File: config.mk
export PLATFORM = sky130hd
export DESIGN_NAME = mips_mc_control
export DESIGN_NICKNAME = d
export VERILOG_FILES = /design/src/rtl/mips_mc_control.sv
export SDC_FILE = /design/constraint.sdc
export NUM_CORES = 1
export LEC_CHECK = 0
export CORE_MARGIN = 3
export CORE_UTILIZATION = 49
export DETAILED_ROUTE_END_ITERATION = 10
export PLACE_DENSITY = 0.92
export RECOVER_POWER = 100
export SETUP_SLACK_MARGIN = 0.2
export SLEW_MARGIN = 0
export SYNTH_ARGS = -nofsm -noshare
export SYNTH_HDL_FRONTEND = slang
export SYNTH_SLANG_ARGS = --single-unit
File: constraint.sdc
create_clock -name clk -period 3.4 [get_ports clk]
set_input_delay 0.68 -clock clk [delete_from_list [all_inputs] [get_ports clk]]
set_output_delay 0.68 -clock clk [all_outputs]
set_load 0.1 [all_outputs]
File: src/rtl/mips_mc_control.sv
// Multicycle MIPS control FSM: decodes Opcode/Funct into datapath selects and strobes.
// Memory states (FETCH, MEMRD, MEMWR) are stretched by MEM_WAIT cycles; counts retired instructions.
module mips_mc_control #(
  parameter int MEM_WAIT  = 0,
  parameter int CNT_WIDTH = 32
) (
  input  logic                 clk,
  input  logic                 rst,
  input  logic [5:0]           Opcode,
  input  logic [5:0]           Funct,
  input  logic                 zero,
  output logic                 PCEn,
  output logic                 IorD,
  output logic                 IRWrite,
  output logic                 MemWrite,
  output logic                 RegWrite,
  output logic                 ALUSrcA,
  output logic                 Ori,
  output logic [1:0]           ALUSrcB,
  output logic [1:0]           PCSrc,
  output logic [1:0]           MemtoReg,
  output logic [1:0]           RegDst,
  output logic [2:0]           ALUControl,
  output logic                 InstrDone,
  output logic                 Illegal,
  output logic [CNT_WIDTH-1:0] InstrCount
);

  typedef enum logic [3:0] {
    S_FETCH, S_DECODE, S_MEMADR, S_MEMRD, S_MEMWB, S_MEMWR, S_EXEC_R,
    S_ALUWB_R, S_EXEC_I, S_ALUWB_I, S_BRANCH, S_JUMP, S_JR
  } state_e;

  localparam logic [5:0] OP_RTYPE = 6'b000000;
  localparam logic [5:0] OP_LW    = 6'b100011;
  localparam logic [5:0] OP_SW    = 6'b101011;
  localparam logic [5:0] OP_BEQ   = 6'b000100;
  localparam logic [5:0] OP_BNE   = 6'b000101;
  localparam logic [5:0] OP_ADDI  = 6'b001000;
  localparam logic [5:0] OP_ANDI  = 6'b001100;
  localparam logic [5:0] OP_ORI   = 6'b001101;
  localparam logic [5:0] OP_J     = 6'b000010;
  localparam logic [5:0] OP_JAL   = 6'b000011;

  localparam logic [5:0] FN_ADD = 6'b100000;
  localparam logic [5:0] FN_SUB = 6'b100010;
  localparam logic [5:0] FN_AND = 6'b100100;
  localparam logic [5:0] FN_OR  = 6'b100101;
  localparam logic [5:0] FN_SLT = 6'b101010;
  localparam logic [5:0] FN_JR  = 6'b001000;

  localparam logic [2:0] ALU_ADD = 3'b010;
  localparam logic [2:0] ALU_SUB = 3'b110;
  localparam logic [2:0] ALU_AND = 3'b000;
  localparam logic [2:0] ALU_OR  = 3'b001;
  localparam logic [2:0] ALU_SLT = 3'b111;

  localparam logic [3:0] WAIT_LAST = 4'(MEM_WAIT);

  state_e               state_q, state_d;
  logic [3:0]           wait_q, wait_d;
  logic [CNT_WIDTH-1:0] cnt_q, cnt_d;
  logic                 wait_done;
  logic                 funct_alu_ok;
  logic [2:0]           funct_alu;

  // The counter only advances inside a memory state and clears on exit,
  // so every memory state is entered with wait_q == 0.
  assign wait_done  = (wait_q == WAIT_LAST);
  assign InstrCount = cnt_q;

  always_comb begin
    funct_alu_ok = 1'b1;
    funct_alu    = ALU_ADD;
    case (Funct)
      FN_ADD:  funct_alu = ALU_ADD;
      FN_SUB:  funct_alu = ALU_SUB;
      FN_AND:  funct_alu = ALU_AND;
      FN_OR:   funct_alu = ALU_OR;
      FN_SLT:  funct_alu = ALU_SLT;
      default: funct_alu_ok = 1'b0;
    endcase
  end

  always_comb begin
    state_d    = state_q;
    wait_d     = '0;
    PCEn       = 1'b0;
    IorD       = 1'b0;
    IRWrite    = 1'b0;
    MemWrite   = 1'b0;
    RegWrite   = 1'b0;
    ALUSrcA    = 1'b0;
    Ori        = 1'b0;
    ALUSrcB    = 2'b00;
    PCSrc      = 2'b00;
    MemtoReg   = 2'b00;
    RegDst     = 2'b00;
    ALUControl = ALU_ADD;
    InstrDone  = 1'b0;
    Illegal    = 1'b0;

    unique case (state_q)
      S_FETCH: begin
        ALUSrcB = 2'b01;
        if (wait_done) begin
          IRWrite = 1'b1;
          PCEn    = 1'b1;
          state_d = S_DECODE;
        end else begin
          wait_d = wait_q + 4'd1;
        end
      end
      S_DECODE: begin
        ALUSrcB = 2'b11;
        state_d = S_FETCH;
        case (Opcode)
          OP_RTYPE: begin
            if (Funct == FN_JR)    state_d = S_JR;
            else if (funct_alu_ok) state_d = S_EXEC_R;
            else                   Illegal = 1'b1;
          end
          OP_LW, OP_SW:            state_d = S_MEMADR;
          OP_ADDI, OP_ANDI, OP_ORI: state_d = S_EXEC_I;
          OP_BEQ, OP_BNE:          state_d = S_BRANCH;
          OP_J, OP_JAL:            state_d = S_JUMP;
          default:                 Illegal = 1'b1;
        endcase
      end
      S_MEMADR: begin
        ALUSrcA = 1'b1;
        ALUSrcB = 2'b10;
        state_d = (Opcode == OP_LW) ? S_MEMRD : S_MEMWR;
      end
      S_MEMRD: begin
        IorD = 1'b1;
        if (wait_done) state_d = S_MEMWB;
        else           wait_d  = wait_q + 4'd1;
      end
      S_MEMWB: begin
        MemtoReg  = 2'b01;
        RegWrite  = 1'b1;
        InstrDone = 1'b1;
        state_d   = S_FETCH;
      end
      S_MEMWR: begin
        IorD = 1'b1;
        if (wait_done) begin
          MemWrite  = 1'b1;
          InstrDone = 1'b1;
          state_d   = S_FETCH;
        end else begin
          wait_d = wait_q + 4'd1;
        end
      end
      S_EXEC_R: begin
        ALUSrcA    = 1'b1;
        ALUControl = funct_alu;
        state_d    = S_ALUWB_R;
      end
      S_ALUWB_R: begin
        RegDst    = 2'b01;
        RegWrite  = 1'b1;
        InstrDone = 1'b1;
        state_d   = S_FETCH;
      end
      S_EXEC_I: begin
        ALUSrcA = 1'b1;
        ALUSrcB = 2'b10;
        state_d = S_ALUWB_I;
        case (Opcode)
          OP_ANDI: begin ALUControl = ALU_AND; Ori = 1'b1; end
          OP_ORI:  begin ALUControl = ALU_OR;  Ori = 1'b1; end
          default: ALUControl = ALU_ADD;
        endcase
      end
      S_ALUWB_I: begin
        RegWrite  = 1'b1;
        InstrDone = 1'b1;
        state_d   = S_FETCH;
      end
      S_BRANCH: begin
        ALUSrcA    = 1'b1;
        ALUControl = ALU_SUB;
        PCSrc      = 2'b01;
        PCEn       = (Opcode == OP_BNE) ? ~zero : zero;
        InstrDone  = 1'b1;
        state_d    = S_FETCH;
      end
      S_JUMP: begin
        PCSrc     = 2'b10;
        PCEn      = 1'b1;
        InstrDone = 1'b1;
        state_d   = S_FETCH;
        if (Opcode == OP_JAL) begin
          RegDst   = 2'b10;
          MemtoReg = 2'b10;
          RegWrite = 1'b1;
        end
      end
      S_JR: begin
        PCSrc     = 2'b11;
        PCEn      = 1'b1;
        InstrDone = 1'b1;
        state_d   = S_FETCH;
      end
      default: state_d = S_FETCH;
    endcase

    // Reset aborts the instruction: no strobes, selects parked at FETCH values.
    if (rst) begin
      PCEn       = 1'b0;
      IorD       = 1'b0;
      IRWrite    = 1'b0;
      MemWrite   = 1'b0;
      RegWrite   = 1'b0;
      ALUSrcA    = 1'b0;
      Ori        = 1'b0;
      ALUSrcB    = 2'b01;
      PCSrc      = 2'b00;
      MemtoReg   = 2'b00;
      RegDst     = 2'b00;
      ALUControl = ALU_ADD;
      InstrDone  = 1'b0;
      Illegal    = 1'b0;
    end
  end

  assign cnt_d = cnt_q + CNT_WIDTH'(InstrDone);

  always_ff @(posedge clk) begin
    if (rst) begin
      state_q <= S_FETCH;
      wait_q  <= '0;
      cnt_q   <= '0;
    end else begin
      state_q <= state_d;
      wait_q  <= wait_d;
      cnt_q   <= cnt_d;
    end
  end

endmodule

Word level (Yosys, flattened, before mapping)
Cells that the tools add are included.
Operators by class
  add/subtract/negate cells: 2
  multiply operators: 0
  divide/modulo/power cells: 0
  $lt $le $gt $ge: 0
  equal/unequal tests: 30
  shift-type cells: 0
  muxes and demuxes: 47
  bitwise gates (word level): 2
  reduce and logical (&&, ||, !) cells: 19
Operator list (number)
  == test 6 bit (second input constant): 7
  adder 32 x 1 -> 32 bit: 1
  one-hot mux 4 bit (7 select lines): 1
  == test 6 x 4 -> 1 bit (second input constant): 4
  two-way mux 1 bit: 22
  == test 4 bit (second input constant): 5
  one-hot mux 4 bit (5 select lines): 1
  == test 4 x 3 -> 1 bit (second input constant): 4
  two-way mux 4 bit: 4
  OR reduction 2 bit: 7
  == test 6 x 2 -> 1 bit (second input constant): 2
  == test 6 x 3 -> 1 bit (second input constant): 2
  one-hot mux 2 bit (2 select lines): 3
  one-hot mux 2 bit (3 select lines): 2
  one-hot mux 3 bit (4 select lines): 1
  OR reduction 3 bit: 4
  two-way mux 2 bit: 5
  two-way mux 3 bit: 3
  one-hot mux 3 bit (3 select lines): 1
  OR reduction 9 bit: 1
  == test 4 x 2 -> 1 bit (second input constant): 2
  zero test 4 bit: 2
  zero test 6 bit: 1
  != test 2 bit (second input constant): 3
  other kinds (9): 12
Word-level totals
  register bits after elaboration: 40
  latch bits: 0
  bits in writable memories: 0
  ROM bits: 0
  output and inout port bits: 52
  logic and storage cells: 103
  memories kept: 0

Longest topological paths before layout
  depth in word-level cells: 8
  gate-level depth with buffers: 13
  mapped depth without buffers: 13

Least setup slack after synthesis
Ideal clock, no wire load.
  path type: input to output
  start: input port rst
  end: output port ALUSrcA
  data arrival time: 5568 ps
  data required time: 2720 ps
  setup slack: -2848 ps
  cell stages on the path: 2
  cells stage by stage: clkbuf_1 a2111oi_0
On the way
  word-level cells in the longest chain between the ends: 1
RTL lines
  from (decl): RTL line 8  | input logic rst,
  two-way mux 1 bit: RTL line 211  | if (rst) begin
  to (decl): RTL line 17  | output logic ALUSrcA,
No other way between the ends.

Worst setup path after layout
  start: input port Opcode[2]
  end: output port ALUControl[1]
On the way
  word-level cells in the longest chain between the ends: 4
  elaborated cells between the ends (all ways): 5
RTL lines
  from (decl): RTL line 9  | input logic [5:0] Opcode,
  == test 6 x 4 -> 1 bit: RTL line 171  | case (Opcode)
  one-hot mux 2 bit (2 select lines) *: RTL line 171
  one-hot mux 3 bit (3 select lines) *: RTL line 103  | unique case (state_q)
  two-way mux 3 bit *: RTL line 211
  to (decl): RTL line 23  | output logic [2:0] ALUControl,
Mark *: on every way between the ends. The rest lies on a longest branch, timed or not.

==> PnR_summary.wiki <==
{| class="wikitable"
! Metric !! Value
|-
| Synth-to-layout area growth || 24.4%
|-
| Total negative slack || 0 ps
|-
| Final setup fails || 0
|-
| Total track usage || 22.1%
|-
| Mapped Cells || 329
|-
| Area of the mapped netlist || 2600 µm²
|-
| Fraction of met2 tracks used by global routing || 37.4%
|-
| Boundary Pins || 67
|-
| Insertion delay to the later sink of the worst-skew pair || 300 ps
|-
| Critical Path Source Type || input port
|-
| Hold-critical path depth || 1
|-
| Sequential fraction of design power || 49.9%
|-
| Period utilisation layout || 94.4%
|-
| Data arrival time of the worst path || 2530 ps
|-
| Hold Path Origin || wait_q[0]
|-
| Total count of max-transition violations in the final report || 0
|-
| Post-synthesis async set-or-reset flop share || 0%
|-
| Highest-utilization routing layer at the global route stage || met2
|-
| Cells traversed along the worst timing path || dlygate4sd3_1 > nor2b_1 > nand3_1 > nor2b_1 > or4_1 > buf_4
|-
| Aggregate global routing overflow || 0
|-
| Buffer type at the clock tree root || clkbuf_8
|-
| Net Count, Synth || 348
|-
| Routed wire length || 6.95 mm
|-
| Std-Cell Core Area || 4910 µm²
|-
| Most used cell along the critical path || nor2b_1
|-
| Critical path's largest stage delay || 610 ps
|-
| Avg Synthesized Cell Area || 7.91 µm²
|-
| Area fraction of the dominant cell type after synthesis || 30.8%
|-
| Slack of the worst reg-to-reg path || 430 ps
|-
| Run status || finished, final reports clean
|-
| CTS Buf Count || 5
|-
| Number of flops mapped to enable cells by yosys || 0
|-
| Maximum clock skew at final layout || 5.54 ps
|-
| Ranking of synthesized cells by area || dfxtp_1 31%, xnor2_1 8.1%, nor2_1 7.6%
|-
| HPWL after detailed placement || 5.01 mm
|-
| Via Count || 2665
|-
| Hold buffer count at cts || 0
|-
| Antenna cells || 0
|-
| GR Util met1 || 28.9%
|-
| Height of the die || 78.9 µm
|-
| Leading cell types by count after synthesis || 53 x nor2_1, 40 x dfxtp_1, 24 x xnor2_1
|-
| Leakage Power || 1.15 nW
|-
| Proportion of power drawn by combinational gates || 15.6%
|-
| Post-route minimum period || 3210 ps
|-
| Htree depth || 2
|-
| Post-route ant nets || 0
|-
| Worst slew pin tran || 1190 ps
|-
| Internal power contribution || 682 µW
|-
| Via count of the first global-routing pass || 2431
|-
| Antenna violations before repair || 0
|-
| Fillcell total || 443
|-
| Sequential cell area || 802 µm²
|-
| TritonCTS clock tree || built
|-
| Slowest cell on the critical path || dlygate4sd3_1
|-
| Area of combinational cells with multiple inputs || 1670 µm²
|-
| Cell accounting for the most synthesized area || dfxtp_1
|-
| Highest clock rate || 0.312 GHz
|-
| Number of vias per cell after detailed routing || 5.81
|-
| Number of warning messages in the yosys log || 0
|-
| DRC violations left || 0
|-
| Relative slew margins || 20.9%
|-
| Distinct cell type count of the synthesized netlist || 58
|-
| Clock group share of total power || 34.5%
|-
| Initial DRC count || 221
|-
| Die boundary width || 78.9 µm
|-
| Worst IR Drop VDD || 204 µV
|-
| R2r endpoint || InstrCount[24]
|-
| Type of the worst setup path || in2out
|-
| Initial core utilization || 53.0%
|-
| 1st-pass router iterations || 5
|-
| Cell depth of the worst flop-to-flop path || 11
|-
| Global routing usage on met3 || 4.08%
|-
| RSZ-0062 raised after global routing || yes
|-
| Required time at the worst-slack endpoint || 2720 ps
|-
| Biggest fanout along the worst timing path || 3
|-
| Sw frac || 28.5%
|-
| Count of buffers inserted at the top-level ports || 66
|-
| Path class of the lowest-slack min-delay path || reg2reg
|-
| WHS Endpoint || wait_q[0]
|-
| Count of state elements after synthesis || 40
|-
| Placer congestion estimate || 0.902
|-
| Share of layout cells above drive strength 1 || 14.8%
|-
| Worst Hold Slack || 500 ps
|-
| Largest net degree at the start of global routing || 41
|-
| Type of destination of the critical path || output port
|-
| Psw || 271 µW
|-
| Maximum clock insertion buffer count || 2
|-
| Clock slew at reported path FFs || 70 ps
|-
| Sequential area share after synthesis || 30.8%
|-
| Die area || 6220 µm²
|-
| Row Count || 25
|-
| Wire length of the first global-routing pass || 11.3 mm
|-
| Clk sink count || 40
|-
| Hold Vio Cnt, Final || 0
|-
| Total power density per cell area || 294 nW/µm²
|-
| Routed WL per cell || 15.1 µm
|-
| Total number of nets in the final design || 410
|-
| Top flip-flop cell by instance count after synthesis || dfxtp_1
|-
| Max-cap violations || 0
|-
| Start of the worst register-to-register path || state_q[1]
|-
| Most instantiated library cell after synthesis || nor2_1
|}
-- critical path, delay by kind of cell --
kind,cells,cell delay (ps)
simple gates,4,990
buf+inv,2,860
-- how the worst max path moves through the flow --
stage                    from       endpoint  slack, ps
finish              Opcode[2]  ALUControl[1]        190
global placement    Opcode[4]  ALUControl[1]        210
detailed placement  Opcode[4]  ALUControl[1]        160
global route         Funct[1]  ALUControl[0]        120
floorplan                 rst     ALUSrcB[1]       -470
CTS                 Opcode[3]       RegWrite        210
-- cell type report --
class | count | share of cell area, %
inverters | 15 | 1.74
clock inverters | 2 | 0.309
repair buffers | 73 | 16.4
clock buffers | 6 | 2.55
multi-input cells | 256 | 51.6
flip-flops and latches | 40 | 24.8
well taps | 67 | 2.59
-- per-stage QoR --
step | total power [mW] | instance area [µm²] | cells | utilization, % | worst slack, ps
floorplan | 0.583 | 2700 | 329 | - | -467
global placement | 0.634 | 3420 | 451 | 69.7 | 213
detailed placement | 0.637 | 3420 | 451 | 69.7 | 163
CTS | 0.961 | 3520 | 459 | 71.7 | 212
global route | 0.986 | 3240 | 459 | 66.0 | 121
finish | 0.953 | 3240 | 459 | 66.0 | 191
-- placed cells by master, fill, tap and decap left out, types with 2 or more instances in the layout --
cell / netlist / routed
o21bai_1: 2 / 2
nor3_1: 17 / 17
buf_12: 0 / 8
and3_1: 7 / 7
nand3_1: 11 / 12
clkinv_2: 0 / 2
o31a_1: 2 / 2
nor2_2: 1 / 4
or3_1: 4 / 4
clkdlybuf4s50_1: 0 / 11
xor2_1: 7 / 7
clkbuf_2: 0 / 7
and4_1: 4 / 4
clkbuf_8: 0 / 6
clkbuf_1: 9 / 35
nor2_1: 53 / 50
o21ai_0: 12 / 12
dlygate4sd3_1: 0 / 3
buf_4: 0 / 7
nor2b_1: 6 / 6
o311ai_0: 2 / 2
nor3b_1: 2 / 2
nand4_1: 4 / 5
inv_1: 15 / 15
nand2b_1: 6 / 6
ha_1: 4 / 4
a211o_1: 2 / 2
xnor2_1: 24 / 24
dfxtp_1: 40 / 39
a21oi_1: 16 / 15
nor4_1: 9 / 13
nor4_4: 1 / 3
nand2_1: 20 / 20
or2_2: 2 / 2
and3_2: 2 / 2
-- sequential cells by signal, summed over array words and instances, names as in the netlist --
register,flops
wait_q,4
InstrCount,32
state_q,4
-- per-layer routing --
layer	wire, µm	vias up
li1	-	1291
met1	3040	1269
met2	3410	93
met3	405	12
met4	96	0
met5	0	-
-- repair_timing --
action | in CTS | in global routing
pin swaps | 0 | 1
gates resized for setup | 2 | 3
setup endpoints to repair | 1 | 2
endpoints found under the hold margin | 0 | 0
setup buffers | 0 | 0
-- logic make-up (layout without fill, tap and decap cells) --
| family | after synthesis | in the layout | share of synthesized area, % |
|---|---|---|---|
| and+or+nand+nor | 169 | 169 | 38.2 |
| AOI/OAI and AO/OA | 52 | 52 | 13.2 |
| DFF | 40 | 40 | 30.8 |
| buffers and inverters | 33 | 96 | 5.57 |
| xor gates and xnor gates | 31 | 31 | 10.4 |
| adders and majority gates | 4 | 4 | 1.92 |
-- power by group through the flow --
stage | clock network, mW | registers [mW] | logic (mW)
floorplan | 0 | 0.484 | 0.0995
CTS | 0.335 | 0.476 | 0.151
finish | 0.329 | 0.476 | 0.148
global placement | 0 | 0.487 | 0.147
global route | 0.351 | 0.477 | 0.158
detailed placement | 0 | 0.487 | 0.149
Note: power is estimated with default switching activity, not from simulation.
